File: src/rtl/adder_share_arbiter.sv
// Two-requester arbiter sharing one registered WIDTH-bit adder; result carries requester ID.
// Build option: define ADD_ARB_SAT_EN to saturate the low WIDTH bits and flag overflow in the MSB.
module adder_share_arbiter #(
  parameter int WIDTH      = 8,
  parameter bit PRIO_FIXED = 1'b0
) (
  input  logic             clk,
  input  logic             rst_n,
  input  logic             req0_valid,
  input  logic [WIDTH-1:0] req0_a,
  input  logic [WIDTH-1:0] req0_b,
  output logic             req0_ready,
  input  logic             req1_valid,
  input  logic [WIDTH-1:0] req1_a,
  input  logic [WIDTH-1:0] req1_b,
  output logic             req1_ready,
  output logic             res_valid,
  output logic [WIDTH:0]   res_sum,
  output logic             res_id,
  input  logic             res_ready
);

  typedef enum logic {EMPTY, FULL} state_e;

  state_e           state_q, state_d;
  logic             last_grant_q, last_grant_d;
  logic [WIDTH:0]   res_sum_q, res_sum_d;
  logic             res_id_q, res_id_d;

  logic             can_accept;
  logic             pick1;
  logic             grant_any;
  logic [WIDTH-1:0] sel_a, sel_b;
  logic [WIDTH:0]   raw_sum;
  logic [WIDTH:0]   sum_out;

  // NOTE: every signal written here gets a default first so no latch is inferred.
  always_comb begin
    can_accept = (state_q == EMPTY) | res_ready;

    if (PRIO_FIXED) begin
      pick1 = req1_valid & ~req0_valid;
    end else begin
      // last_grant_q=1 means req1 was served last, so req0 wins a tie.
      pick1 = req1_valid & (~req0_valid | ~last_grant_q);
    end

    // Readies are combinational, so gate with rst_n to keep them low in reset.
    grant_any  = rst_n & can_accept & (req0_valid | req1_valid);
    req0_ready = grant_any & ~pick1;
    req1_ready = grant_any & pick1;

    sel_a   = pick1 ? req1_a : req0_a;
    sel_b   = pick1 ? req1_b : req0_b;
    raw_sum = {1'b0, sel_a} + {1'b0, sel_b};
`ifdef ADD_ARB_SAT_EN
    sum_out = raw_sum[WIDTH] ? {1'b1, {WIDTH{1'b1}}} : raw_sum;
`else
    sum_out = raw_sum;
`endif

    state_d      = state_q;
    last_grant_d = last_grant_q;
    res_sum_d    = res_sum_q;
    res_id_d     = res_id_q;

    if (grant_any) begin
      state_d      = FULL;
      last_grant_d = pick1;
      res_sum_d    = sum_out;
      res_id_d     = pick1;
    end else if (res_ready) begin
      state_d = EMPTY;
    end
  end

  // NOTE: sequential state uses non-blocking assignments so all registers update together.
  always_ff @(posedge clk or negedge rst_n) begin
    if (!rst_n) begin
      state_q      <= EMPTY;
      last_grant_q <= 1'b1;
      res_sum_q    <= '0;
      res_id_q     <= 1'b0;
    end else begin
      state_q      <= state_d;
      last_grant_q <= last_grant_d;
      res_sum_q    <= res_sum_d;
      res_id_q     <= res_id_d;
    end
  end

  assign res_valid = (state_q == FULL);
  assign res_sum   = res_sum_q;
  assign res_id    = res_id_q;

endmodule

File: config.mk
export PLATFORM = sky130hd
export DESIGN_NAME = adder_share_arbiter
export DESIGN_NICKNAME = d
export VERILOG_FILES = /design/src/rtl/adder_share_arbiter.sv
export SDC_FILE = /design/constraint.sdc
export NUM_CORES = 1
export LEC_CHECK = 0
export CAP_MARGIN = 30
export CORE_ASPECT_RATIO = 0.9
export CORE_MARGIN = 2
export CORE_UTILIZATION = 36
export CTS_CLUSTER_SIZE = 16
export DETAILED_ROUTE_END_ITERATION = 6
export PLACE_DENSITY_LB_ADDON = 0.12
export SYNTH_ARGS = -nofsm -noshare
export SYNTH_HDL_FRONTEND = slang
export SYNTH_SLANG_ARGS = --single-unit
File: constraint.sdc
create_clock -name clk -period 2.95 [get_ports clk]
set_clock_uncertainty 0.15 [all_clocks]
set_input_delay 0.59 -clock clk [delete_from_list [all_inputs] [get_ports clk]]
set_output_delay 0.59 -clock clk [all_outputs]
set_load 0.01 [all_outputs]
# ---- Yosys cells after proc, flatten, opt, wreduce, memory -nomap -nowiden
# Cells that the tools add are included.
dict set report totals {
  reg_bits 12
  inputBits 37
  out_inout_bits 13
}
dict set report op_classes {
  add_sub_neg 1
  mux 4
  n_bitwise 12
  reduce_logical 1
}
# cell count
set ops {}
lappend ops {{8-bit 2-to-1 mux} 2}
lappend ops {{8-bit by 8-bit adder with 9-bit output} 1}
lappend ops {{1-bit AND} 5}
lappend ops {{1-bit NOT} 4}
lappend ops {{1-bit bitwise OR} 3}
lappend ops {{1-bit 2-to-1 mux} 2}
lappend ops {{2-bit nonzero test} 1}

# ---- Longest topological paths before layout
# Gate-level depths: netlist of run 1.
dict set report logic_depth {
  ltp_word 5
  ltp_mapped 9
  ltp_nobuf 8
}

# ---- Worst setup path after synthesis of run 1
# OpenSTA, ideal clock, no wires.
dict set report synth_path {
  path_type {input to register}
  from {input req1_valid}
  to {register res_sum_q[6] (netlist: res_sum[6])}
  setup_time_ps 120
  t_arrival_ps 2981
  t_required_ps 2680
  path_slack_ps -301
  path_stages 9
  cell_sequence {a21boi_2 > buf_2 > mux2_2 > ha_1 > fa_1 > a21oi_1 > o211ai_1 > a211o_2 > a31o_1}
}
dict set report synth_via {
  elab_chain_cells 3
  word_cells_on_any_way 6
}
# item line_no
set synth_lines {}
lappend synth_lines {{from (decl)} 13} ;# input logic req1_valid,
lappend synth_lines {{1-bit AND} 45} ;# pick1 = req1_valid & (~req0_valid | ~last_grant_q);
lappend synth_lines {{8-bit 2-to-1 mux, on equally long branches} {53, 54}}
lappend synth_lines {{8-bit by 8-bit adder with 9-bit output} 55} ;# raw_sum = {1'b0, sel_a} + {1'b0, sel_b};
lappend synth_lines {{to (signal assigned)} 87} ;# res_sum_q <= res_sum_d;
lappend synth_lines {{to (decl)} 27} ;# logic [WIDTH:0] res_sum_q, res_sum_d;
# Several ways; a longest one is shown, not always the timed one.
# A chain may end at the register's enable or synchronous reset.

# ---- Final worst setup path of run 1
dict set report layout_path {
  from {input req0_valid}
  to {register res_sum_q[6] (netlist: res_sum[6])}
}
dict set report layout_via {
  elab_chain_cells 5
  word_cells_on_any_way 8
}
# item line_no
set layout_lines {}
lappend layout_lines {{from (decl)} 9} ;# input logic req0_valid,
lappend layout_lines {{1-bit NOT} 45}
lappend layout_lines {{1-bit bitwise OR} 45}
lappend layout_lines {{1-bit AND} 45}
lappend layout_lines {{8-bit 2-to-1 mux, on equally long branches} {53, 54}}
lappend layout_lines {{8-bit by 8-bit adder with 9-bit output} 55}
# Several ways; a longest one is shown, not always the timed one.

==> results of run 1 <==
==> worst reg2reg max path: cells and delay by family, from the launching register on <==
| family | cells | cell delay [ns] |
|---|---|---|
| AO/OA/AOI/OAI | 5 | 0.92 |
| adder cells (fa/ha/maj) | 2 | 0.54 |
| buffers and inverters | 1 | 0.14 |
| flip-flops | 1 | 0.57 |
| multiplexers | 1 | 0.31 |
==> layer usage <==
| metal | vias up | routed length (um) | GRT usage [%] |
|---|---|---|---|
| li1 | 529 | - | - |
| met1 | 507 | 1244 | 22.77 |
| met2 | 36 | 1545 | 42.04 |
| met3 | 6 | 158 | 5.048 |
| met4 | 0 | 51 | 5.682 |
| met5 | - | 0 | 0 |
==> Yosys cell counts, types with 2 or more instances <==
| master | n |
|---|---|
| sky130_fd_sc_hd__buf_2 | 3 |
| sky130_fd_sc_hd__a21o_1 | 4 |
| sky130_fd_sc_hd__nand2_1 | 11 |
| sky130_fd_sc_hd__mux2_2 | 16 |
| sky130_fd_sc_hd__nor3_1 | 2 |
| sky130_fd_sc_hd__a211oi_1 | 3 |
| sky130_fd_sc_hd__o21ai_1 | 3 |
| sky130_fd_sc_hd__nor2b_1 | 2 |
| sky130_fd_sc_hd__o31ai_1 | 3 |
| sky130_fd_sc_hd__nor2_1 | 3 |
| sky130_fd_sc_hd__inv_1 | 3 |
| sky130_fd_sc_hd__dfrtp_1 | 11 |
| sky130_fd_sc_hd__ha_1 | 8 |
| sky130_fd_sc_hd__o21ai_0 | 4 |
| sky130_fd_sc_hd__a21oi_1 | 2 |
==> how the worst min path moves through the flow <==
stage,startpoint,endpoint,slack [ns],cells after the start
detailed placement,res_sum[0],res_sum[0],0.31,2
finish,res_sum[0],res_sum[0],0.33,2
floorplan,rst_n,res_id,0.14,0
global route,res_sum[7],res_sum[7],0.36,1
global placement,res_id,res_id,0.31,1
CTS,res_sum[0],res_sum[0],0.33,2
==> logic make-up after synthesis <==
group / Yosys count
AO/OA/AOI/OAI: 28
XOR/XNOR: 1
adder cells (fa/ha/maj): 9
buffers and inverters: 6
flip-flops: 12
multiplexers: 16
AND/OR/NAND/NOR: 28
==> timing repair <==
action,4_1_cts,5_1_grt
buffers inserted,4,0
pin swaps,4,1
gates resized for setup,6,1
gates cloned,1,0
hold endpoints to repair,0,0
setup endpoints to repair,6,2
hold buffers,0,0
==> layout make-up <==
class                      count  area share, %
sequential                    12          16.52
timing repair buffer          77          40.99
inverter                       3         0.6169
tap                           28          1.919
multi-input combinational     82          37.97
clock buffer                   4          1.988
==> metrics by stage <==
step	area, um^2	power, mW	util (%)	worst slack, ns	TNS [ns]
finish	1826	0.8307	72.12	0.08290	0
global route	1826	0.8867	72.12	0.01274	0
CTS	1826	0.8316	72.12	0.1210	0
detailed placement	1694	0.6626	66.93	-0.4680	-2.183
global placement	1694	0.6510	66.93	-0.4088	-1.808
floorplan	1005	0.4317	-	0.001595	0
==> sequential cells by signal (all words and copies together), names as in the netlist <==
signal        count
last_grant_q      1
res_valid         1
res_id            1
res_sum           9
==> power groups by stage <==
stage	clock, mW	combinational, mW	sequential (mW)
finish	0.137	0.461	0.233
global route	0.149	0.500	0.238
floorplan	0	0.180	0.252
global placement	0	0.418	0.233
CTS	0.139	0.460	0.232
detailed placement	0	0.428	0.235
==> results.md, run 1 <==
| Item | Reported |
|:---|:---|
| Run status | completed |
| Final hold vios | 0 |
| Commonest cells after routing, fill and taps aside | sky130_fd_sc_hd__clkdlybuf4s50_1 (47), sky130_fd_sc_hd__buf_4 (25), sky130_fd_sc_hd__mux2_2 (14) |
| Number of standard-cell rows in the floorplan | 17 |
| Mean routed wirelength per cell | 14.56 um |
| Cell count after synthesis | 100 |
| Slowest cell on crit path | sky130_fd_sc_hd__fa_2 |
| Post-synthesis sequential area ratio | 30.70% |
| Fraction of the mapped netlist area in compound gates | 20.64% |
| Element type at the critical path start | primary input |
| HPWL after detailed placement | 2.311 mm |
| Final non-filler cell total | 206 |
| Clock tree from TritonCTS | built |
| Maximum root-to-sink buffer count | 2 |
| Critical path depth | 10 |
| All-layer global routing usage | 21.36% |
| Mux cell area share after synthesis | 18.34% |
| Fill cells | 205 |
| Number of top-level pins | 50 |
| Most instantiated flip-flop cell in the synthesis netlist | sky130_fd_sc_hd__dfrtp_1 |
| Simple-gate share of the synthesized area | 14.52% |
| Relative contribution of the clock network to total power | 16.5% |
| Number of flip-flops and latches in the synthesized netlist | 12 |
| Count of input and output buffers | 49 |
| FFs w/ async S/R, synth | 100.0% |
| Net switching power figure | 266.3 uW |
| Worst vdd rail ir drop | 0.0003328 V |
| Max transition margin | 79.09% |
| Largest stage delay on the critical path | 0.37 ns |
| Area share of the leading cell type in the synthesized netlist | 28.03% |
| Final net count | 225 |
| Switching part of the total power | 32.06% |
| Final-layout worst hold slack | 0.3297 ns |
| Crit path capture type | register |
| Nets in the synthesized netlist | 146 |
| Most common library cell in the layout ignoring fill and taps | sky130_fd_sc_hd__clkdlybuf4s50_1 |
| Clk_lat worst skew | 0.28 ns |
| Post-synthesis instance area | 982.2 um^2 |
| Hold Path Class | reg2reg |
| Global-route wire length before repair | 4.988 mm |
| Cell variety after synth | 37 |
| Final setup viols | 0 |
| Worst Setup Path Type | in2reg |
| Standard cell core area | 2531 um^2 |
| Vias/cell | 5.233 |
| Total detailed-routing wirelength | 2.999 mm |
| Residual antenna-violating net count after detailed routing | 0 |
| Via count of the first global-routing pass | 1182 |
| Share of synthesized cell area in full adder, half adder and majority cells | 12.23% |
| Power per unit of standard cell area | 455.1 nW/um^2 |
| Cell-internal power | 564.4 uW |
| Total via count in the routed design | 1078 |
| Worst r2r dst | res_sum[6] |
| Critical path data required time | 2.97 ns |
| Number of buffers inserted during clock tree synthesis | 3 |
| Largest cells by area after synthesis | sky130_fd_sc_hd__dfrtp_1 (28%), sky130_fd_sc_hd__mux2_2 (18%), sky130_fd_sc_hd__ha_1 (10%), sky130_fd_sc_hd__nand2_1 (4.2%), sky130_fd_sc_hd__a21o_1 (3.1%) |
| Die Span X | 59.06 um |
| Buffer and inverter count on the worst path | 2 |
| Sequential power share | 28.0% |
| Unrepaired setup endpoints after global routing | false |
| Overflow after GRT | 0 |
| Critical path data arrival time | 2.89 ns |
| Worst Max-Slew Pin Slew | 0.3118 ns |
| Max-cap violation count | 0 |
| Full die area | 3163 um^2 |
| Weighted congestion reported at the end of routability-driven placement | 0.7842 |
| Number of enable flip-flop cells after synthesis | 0 |
| Iteration count of the initial detailed-routing pass | 4 |
| RR Startpoint | last_grant_q |
| Number of DRC markers in iteration 0 | 21 |
| Largest net degree at the start of global routing | 17 |
| Residual DRC | 0 |
| Ant diodes | 0 |
| Ordered list of cells on the worst path | dlygate4sd2_1 > a21boi_4 > buf_12 > mux2_4 > ha_4 > fa_2 > a21oi_2 > o211ai_1 > a211o_2 > a31o_1 |
| Final Cycle Share | 97.19% |
| Combinational family with the most area after synthesis | compound AO/OA/AOI/OAI gates |
| Power share of the combinational group | 55.5% |
| CTS H-tree lvls | 1 |
| Number of antenna violations at the first check in global routing | 0 |
| Area of combinational cells with multiple inputs | 693.2 um^2 |
| Initial standard-cell utilization of the core | 38.80% |
| Clock transition time at the flip-flop clock pins of the worst setup and hold paths | 0.09 ns |
| Layout-stage area growth over the synthesis result | 85.86% |
| Setup slack, reg-to-reg | 0.21 ns |
| Critical path startpoint | req0_valid |
| Leak | 0.8259 nW |
| Depth of the worst register-to-register path | 9 |
| Flip-flop and latch area | 301.5 um^2 |
| Clk sinks | 12 |
| Family with the most delay on the worst path | compound AO/OA/AOI/OAI gates |
| Max-slew violation count | 0 |
| Share of final-layout standard cells stronger than drive strength 1 | 32.02% |
| Library cell occupying the most area in the post-synthesis netlist | sky130_fd_sc_hd__dfrtp_1 |
| Clock period minus worst slack | 2.867 ns |
| Syn avg cell area | 9.822 um^2 |
| Maximum fanout encountered on the critical timing path | 6 |
| Worst setup endpoint | res_sum[6] |
| Placed Instances | 197 |
| Vertical die dimension | 53.55 um |
| Synthesis Warnings | 0 |
| Synthesized-area fraction occupied by xor and xnor cells | 0.8917% |
| CTS root buf | sky130_fd_sc_hd__clkbuf_4 |
| Max Clk Rate | 348.8 MHz |
No activity file was read; power rests on OpenSTA's default activity.
==> run 2, diff against run 1 <==
Settings changed: SLEW_MARGIN from default to 20.
==> results of run 2 <==
The final DEF is identical to that of run 1; final timing and power are the same.
